==> config.mk <==
export PLATFORM = sky130hd
export DESIGN_NAME = instruction_fetch_unit
export DESIGN_NICKNAME = d
export VERILOG_FILES = /design/src/rtl/instruction_fetch_unit.sv
export SDC_FILE = /design/constraint.sdc
export NUM_CORES = 1
export LEC_CHECK = 0
export CAP_MARGIN = 0
export CORE_AREA = 2 2 75 77
export DETAILED_ROUTE_END_ITERATION = 16
export DIE_AREA = 0 0 77 79
export PLACE_DENSITY = 0.76
export SLEW_MARGIN = 10
export SYNTH_ARGS = -nofsm -noshare
export SYNTH_HDL_FRONTEND = slang
export SYNTH_SLANG_ARGS = --single-unit
export TNS_END_PERCENT = 1
==> constraint.sdc <==
create_clock -name clk -period 1.5 [get_ports clk]
set_input_delay 0.375 -clock clk [delete_from_list [all_inputs] [get_ports clk]]
set_output_delay 0.375 -clock clk [all_outputs]
set_load 0.01 [all_outputs]
==> src/rtl/instruction_fetch_unit.sv <==
// instruction_fetch_unit
//   Owns the program counter, drives the word address into a combinational
//   instruction ROM and registers the returned word together with its address
//   into a valid/ready IF/ID stage. Supports decode stall and redirect flush.
//
//   Optional feature macro: IFU_HALT_EN
//     When defined, fetching the syscall word 32'h0000_000C delivers it
//     normally and then parks the unit in HALT (exit only via reset).
//     When undefined, the syscall word is an ordinary instruction and
//     halted is tied low.
//
//   Handshake (IF/ID output): out_valid=1 means out_instr/out_pc hold a valid
//   instruction. A transfer happens on a rising edge where out_valid && out_ready.
//   While out_valid=1 && out_ready=0 the outputs stay stable; only a redirect
//   flush or reset may drop them.
//
//   FSM state is observable through running (RUN) and halted (HALT);
//   both low means IDLE.

module instruction_fetch_unit #(
    parameter int ADDR_W   = 8,
    parameter int DATA_W   = 32,
    parameter int RESET_PC = 0
) (
    input  logic              clk,
    input  logic              rst_n,
    input  logic              start,
    output logic [ADDR_W-1:0] imem_addr,
    input  logic [DATA_W-1:0] imem_rdata,
    input  logic              redirect_valid,
    input  logic [ADDR_W-1:0] redirect_addr,
    output logic              out_valid,
    input  logic              out_ready,
    output logic [DATA_W-1:0] out_instr,
    output logic [ADDR_W-1:0] out_pc,
    output logic              running,
    output logic              halted
);

    typedef enum logic [1:0] {
        S_IDLE = 2'd0,
        S_RUN  = 2'd1,
        S_HALT = 2'd2
    } state_t;

    localparam logic [ADDR_W-1:0] PC_RST  = ADDR_W'(RESET_PC);
    localparam logic [ADDR_W-1:0] PC_ONE  = ADDR_W'(1);
`ifdef IFU_HALT_EN
    localparam logic [DATA_W-1:0] SYSCALL = DATA_W'(32'h0000_000C);
`endif

    state_t            state_q, state_d;
    logic [ADDR_W-1:0] pc_q, pc_d;
    logic              out_valid_q, out_valid_d;
    logic [DATA_W-1:0] out_instr_q, out_instr_d;
    logic [ADDR_W-1:0] out_pc_q, out_pc_d;

    // The IF/ID register can take a new word when empty or being drained.
    logic accept;
    assign accept = !out_valid_q || out_ready;

    // State and datapath registers; reset acts immediately and drops any
    // in-flight word.
    always_ff @(posedge clk or negedge rst_n) begin
        if (!rst_n) begin
            state_q     <= S_IDLE;
            pc_q        <= PC_RST;
            out_valid_q <= 1'b0;
            out_instr_q <= '0;
            out_pc_q    <= '0;
        end else begin
            state_q     <= state_d;
            pc_q        <= pc_d;
            out_valid_q <= out_valid_d;
            out_instr_q <= out_instr_d;
            out_pc_q    <= out_pc_d;
        end
    end

    // Next-state and datapath update: redirect beats capture, capture beats stall.
    always_comb begin
        state_d     = state_q;
        pc_d        = pc_q;
        out_valid_d = out_valid_q;
        out_instr_d = out_instr_q;
        out_pc_d    = out_pc_q;

        case (state_q)
            S_IDLE: begin
                // No fetching here; a redirect only repositions the PC.
                out_valid_d = 1'b0;
                if (redirect_valid) begin
                    pc_d = redirect_addr;
                end
                if (start) begin
                    state_d = S_RUN;
                end
            end

            S_RUN: begin
                if (redirect_valid) begin
                    // Flush: the word at the old PC is discarded.
                    pc_d        = redirect_addr;
                    out_valid_d = 1'b0;
                end else if (accept) begin
                    out_instr_d = imem_rdata;
                    out_pc_d    = pc_q;
                    out_valid_d = 1'b1;
                    pc_d        = pc_q + PC_ONE;  // wraps modulo 2**ADDR_W
`ifdef IFU_HALT_EN
                    if (imem_rdata == SYSCALL) begin
                        // Syscall is delivered, then fetching stops at its address.
                        pc_d    = pc_q;
                        state_d = S_HALT;
                    end
`endif
                end
            end

            S_HALT: begin
                // Only the pending word may still leave; redirects are ignored.
                if (out_valid_q && out_ready) begin
                    out_valid_d = 1'b0;
                end
            end

            default: begin
                state_d     = S_IDLE;
                out_valid_d = 1'b0;
            end
        endcase
    end

    assign imem_addr = pc_q;
    assign out_valid = out_valid_q;
    assign out_instr = out_instr_q;
    assign out_pc    = out_pc_q;
    assign running   = (state_q == S_RUN);
`ifdef IFU_HALT_EN
    assign halted    = (state_q == S_HALT);
`else
    assign halted    = 1'b0;
`endif

endmodule

==> flow_metrics.tcl <==
set metrics [dict create \
    status "finished, final reports clean" \
    dp.final_hpwl_um 3340 \
    worstSetupPathDepth 6 \
    drv_slew 0 \
    area_growth_pct 67.7 \
    cp_num_buf_inv 2 \
    via_per_inst 4.64 \
    antenna_left 0 \
    synth_fp_nets 191 \
    first_pass_iters 4 \
    end_kind "register" \
    finalNetCount 307 \
    layout_commonest_cell "dlygate4sd2_1" \
    worstPathMaxFanout 6 \
    port_buffers 94 \
    grt_overflow 0 \
    hold_path_class "reg2reg" \
    start_kind "register" \
    io_pins 96 \
    clk_pin_slew_ns 0.08 \
    start_util 0.380 \
    finalWeightedCongestion 0.776 \
    hold_depth 1 \
    ff2ff_path_depth 6 \
    die_h_um 79 \
    row_count 27 \
    seqCellArea_um2 1250 \
    power.total_uw 3510 \
    synth_seq_cells 50 \
    grt_pass1_vias 1598 \
    p_leak_uw 0.00156 \
    placed_cells 316 \
    drive_gt1_frac 0.282 \
    filler_cell_count 491 \
    grt_pass1_wl_um 7580 \
    setup_viol 0 \
    fin_cells 334 \
    critical_path.top_delay_family "flip-flops" \
    cts_tree "done" \
    slowest_stage "dfrtp_1" \
    timing.final.crit_share 0.978 \
    cp_cell_sequence "nand2b_4 > nand2_4 > nor2_4 > buf_12 > clkbuf_16 > mux2_2" \
    synth_cells 145 \
    seq_area_frac_synth 0.617 \
    antenna_found_initial 0 \
    ir_worst_vdd_v 0.000459 \
    htreeDepth 2 \
    vias 1551 \
    synth_cell_types 27 \
    die_area_um2 6080 \
    drv_cap 0 \
    drt_iter0_drc 44 \
    n_antenna_cell 0 \
    fmax_ghz 0.682 \
    final_cell_mix "dlygate4sd2_1, dfrtp_1, clkdlybuf4s50_1" \
    clock-sinks 50 \
    fin_crit_ns 1.47 \
    die_x_um 77 \
    clock-root-buffer "clkbuf_8" \
    fin_worst_skew_ns 0.00673 \
    cts_buffer_depth 2 \
    cp.arrival_ns 1.65 \
    drc 0 \
    avgSynthCellArea_um2 14.0 \
    yosys_warnings 0 \
    clk_latency_ns 0.30 \
    p_per_area_nw_per_um2 1030 \
    drt-total-wl_um 4930 \
    wl_per_cell_um 14.8 \
    core_area_um2 5340 \
    synth.cell_area_um2 2030 \
    crit_type "reg2reg" \
    slowest_delay_ns 0.43 \
    multiInputGateArea_um2 795 \
    track_usage 0.157 \
    worstPathRequired_ns 1.68 \
    final_hold_viol_count 0 \
    rsz0062_at_grt "yes" \
    cts_buffers 5 \
    grt_max_degree 38 \
]
-- report_power, final --
group / internal, uW / leakage (uW) / switching, uW
Sequential: 1540 / 0.000584 / 104
Clock: 499 / 0.0000524 / 416
Combinational: 583 / 0.000920 / 374
-- metal layers --
metal / wire [um] / up-vias / track usage
li1: - / 732 / -
met1: 2180 / 746 / 0.203
met2: 2340 / 68 / 0.254
met3: 355 / 5 / 0.0511
met4: 51 / 0 / 0.0446
met5: 0 / - / 0
-- stage by stage --
step / hold WS [ns] / worst slack (ns) / setup TNS (ns) / util / area, um^2
after global placement: 0.295 / -0.422 / -17.22 / 0.587 / 3140
after floorplan: 0.0794 / 0.0718 / 0 / - / 2030
final: 0.505 / 0.0331 / 0 / 0.637 / 3400
after detailed placement: 0.306 / -0.465 / -18.91 / 0.587 / 3140
after CTS: 0.509 / -0.0797 / -2.23 / 0.605 / 3230
after global routing: 0.522 / -0.0361 / -0.515 / 0.637 / 3400
-- cells in the mapped netlist --
| cell | count | area [um^2] |
|---|---|---|
| a21boi_0 | 1 | 7.51 |
| a31oi_1 | 1 | 6.26 |
| and3_1 | 1 | 6.26 |
| buf_4 | 5 | 37.5 |
| clkbuf_1 | 1 | 3.75 |
| clkdlybuf4s18_2 | 1 | 10.0 |
| conb_1 | 1 | 3.75 |
| dfrtp_1 | 50 | 1250 |
| ha_1 | 1 | 12.5 |
| inv_1 | 2 | 7.51 |
| mux2_2 | 40 | 450 |
| mux2i_1 | 1 | 10.0 |
| nand2_1 | 10 | 37.5 |
| nand2b_1 | 1 | 6.26 |
| nand3_1 | 1 | 5.00 |
| nand4_1 | 2 | 12.5 |
| nor2_1 | 3 | 11.3 |
| nor2_2 | 1 | 6.26 |
| nor2b_1 | 2 | 12.5 |
| nor3_1 | 2 | 10.0 |
| o21ai_0 | 8 | 40.0 |
| o221a_2 | 1 | 11.3 |
| or2_0 | 1 | 6.26 |
| or2_2 | 1 | 6.26 |
| or3_1 | 2 | 12.5 |
| xnor2_1 | 3 | 26.3 |
| xor2_1 | 2 | 17.5 |
-- final cells by class --
type,instances,area share
Sequential cell,50,0.368
Clock inverter,1,0.00883
Multi-Input combinational cell,86,0.234
Clock buffer,7,0.0224
Timing Repair Buffer,116,0.338
Inverter,2,0.00221
Tap cell,72,0.0265
-- final timing paths --
path	start	slack [ns]	to
setup / recovery	out_valid	0.03	out_instr[31]
hold / removal	out_pc[5]	0.50	out_pc[5]
setup reg to reg	out_valid	0.03	out_instr[31]
hold reg to reg	out_pc[5]	0.50	out_pc[5]
max in group asynchronous	rst_n	0.46	imem_addr[1]
min in group asynchronous	rst_n	0.51	out_instr[21]
-- cell families (layout without fill, tap and decap cells) --
group                    count (synthesis)  count (layout)  share of synthesized area
flip-flops                              50              50                      0.617
multiplexers                            41              41                      0.227
AND/OR/NAND/NOR                         27              27                     0.0654
AO/OA/AOI/OAI                           11              11                     0.0321
buffers and inverters                    9             126                     0.0290
XOR/XNOR                                 5               5                     0.0216
adder cells (fa/ha/maj)                  1               1                    0.00617
other                                    1               1                    0.00185
-- flip-flops by register name, indices dropped and copies added (netlist names) --
register / cells
state_q: 1
imem_addr: 8
out_pc: 8
out_valid: 1
out_instr: 32
-- worst register-to-register path, delay by kind of cell (launching register included) --
| family | cells | cell delay, ns |
|---|---|---|
| AND/OR/NAND/NOR | 3 | 0.31 |
| flip-flops | 1 | 0.43 |
| multiplexers | 1 | 0.33 |
| buffers and inverters | 2 | 0.30 |
-- repair_timing --
item / in CTS / in global routing
pin swaps: 0 / 2
hold endpoints to repair: 13 / 0
cloned: 0 / 4
setup endpoints to repair: 91 / 42
hold buffers: 1 / 0
resized for setup: 54 / 16
buffers inserted: 3 / 2
Power figures use the tool's default switching activity.
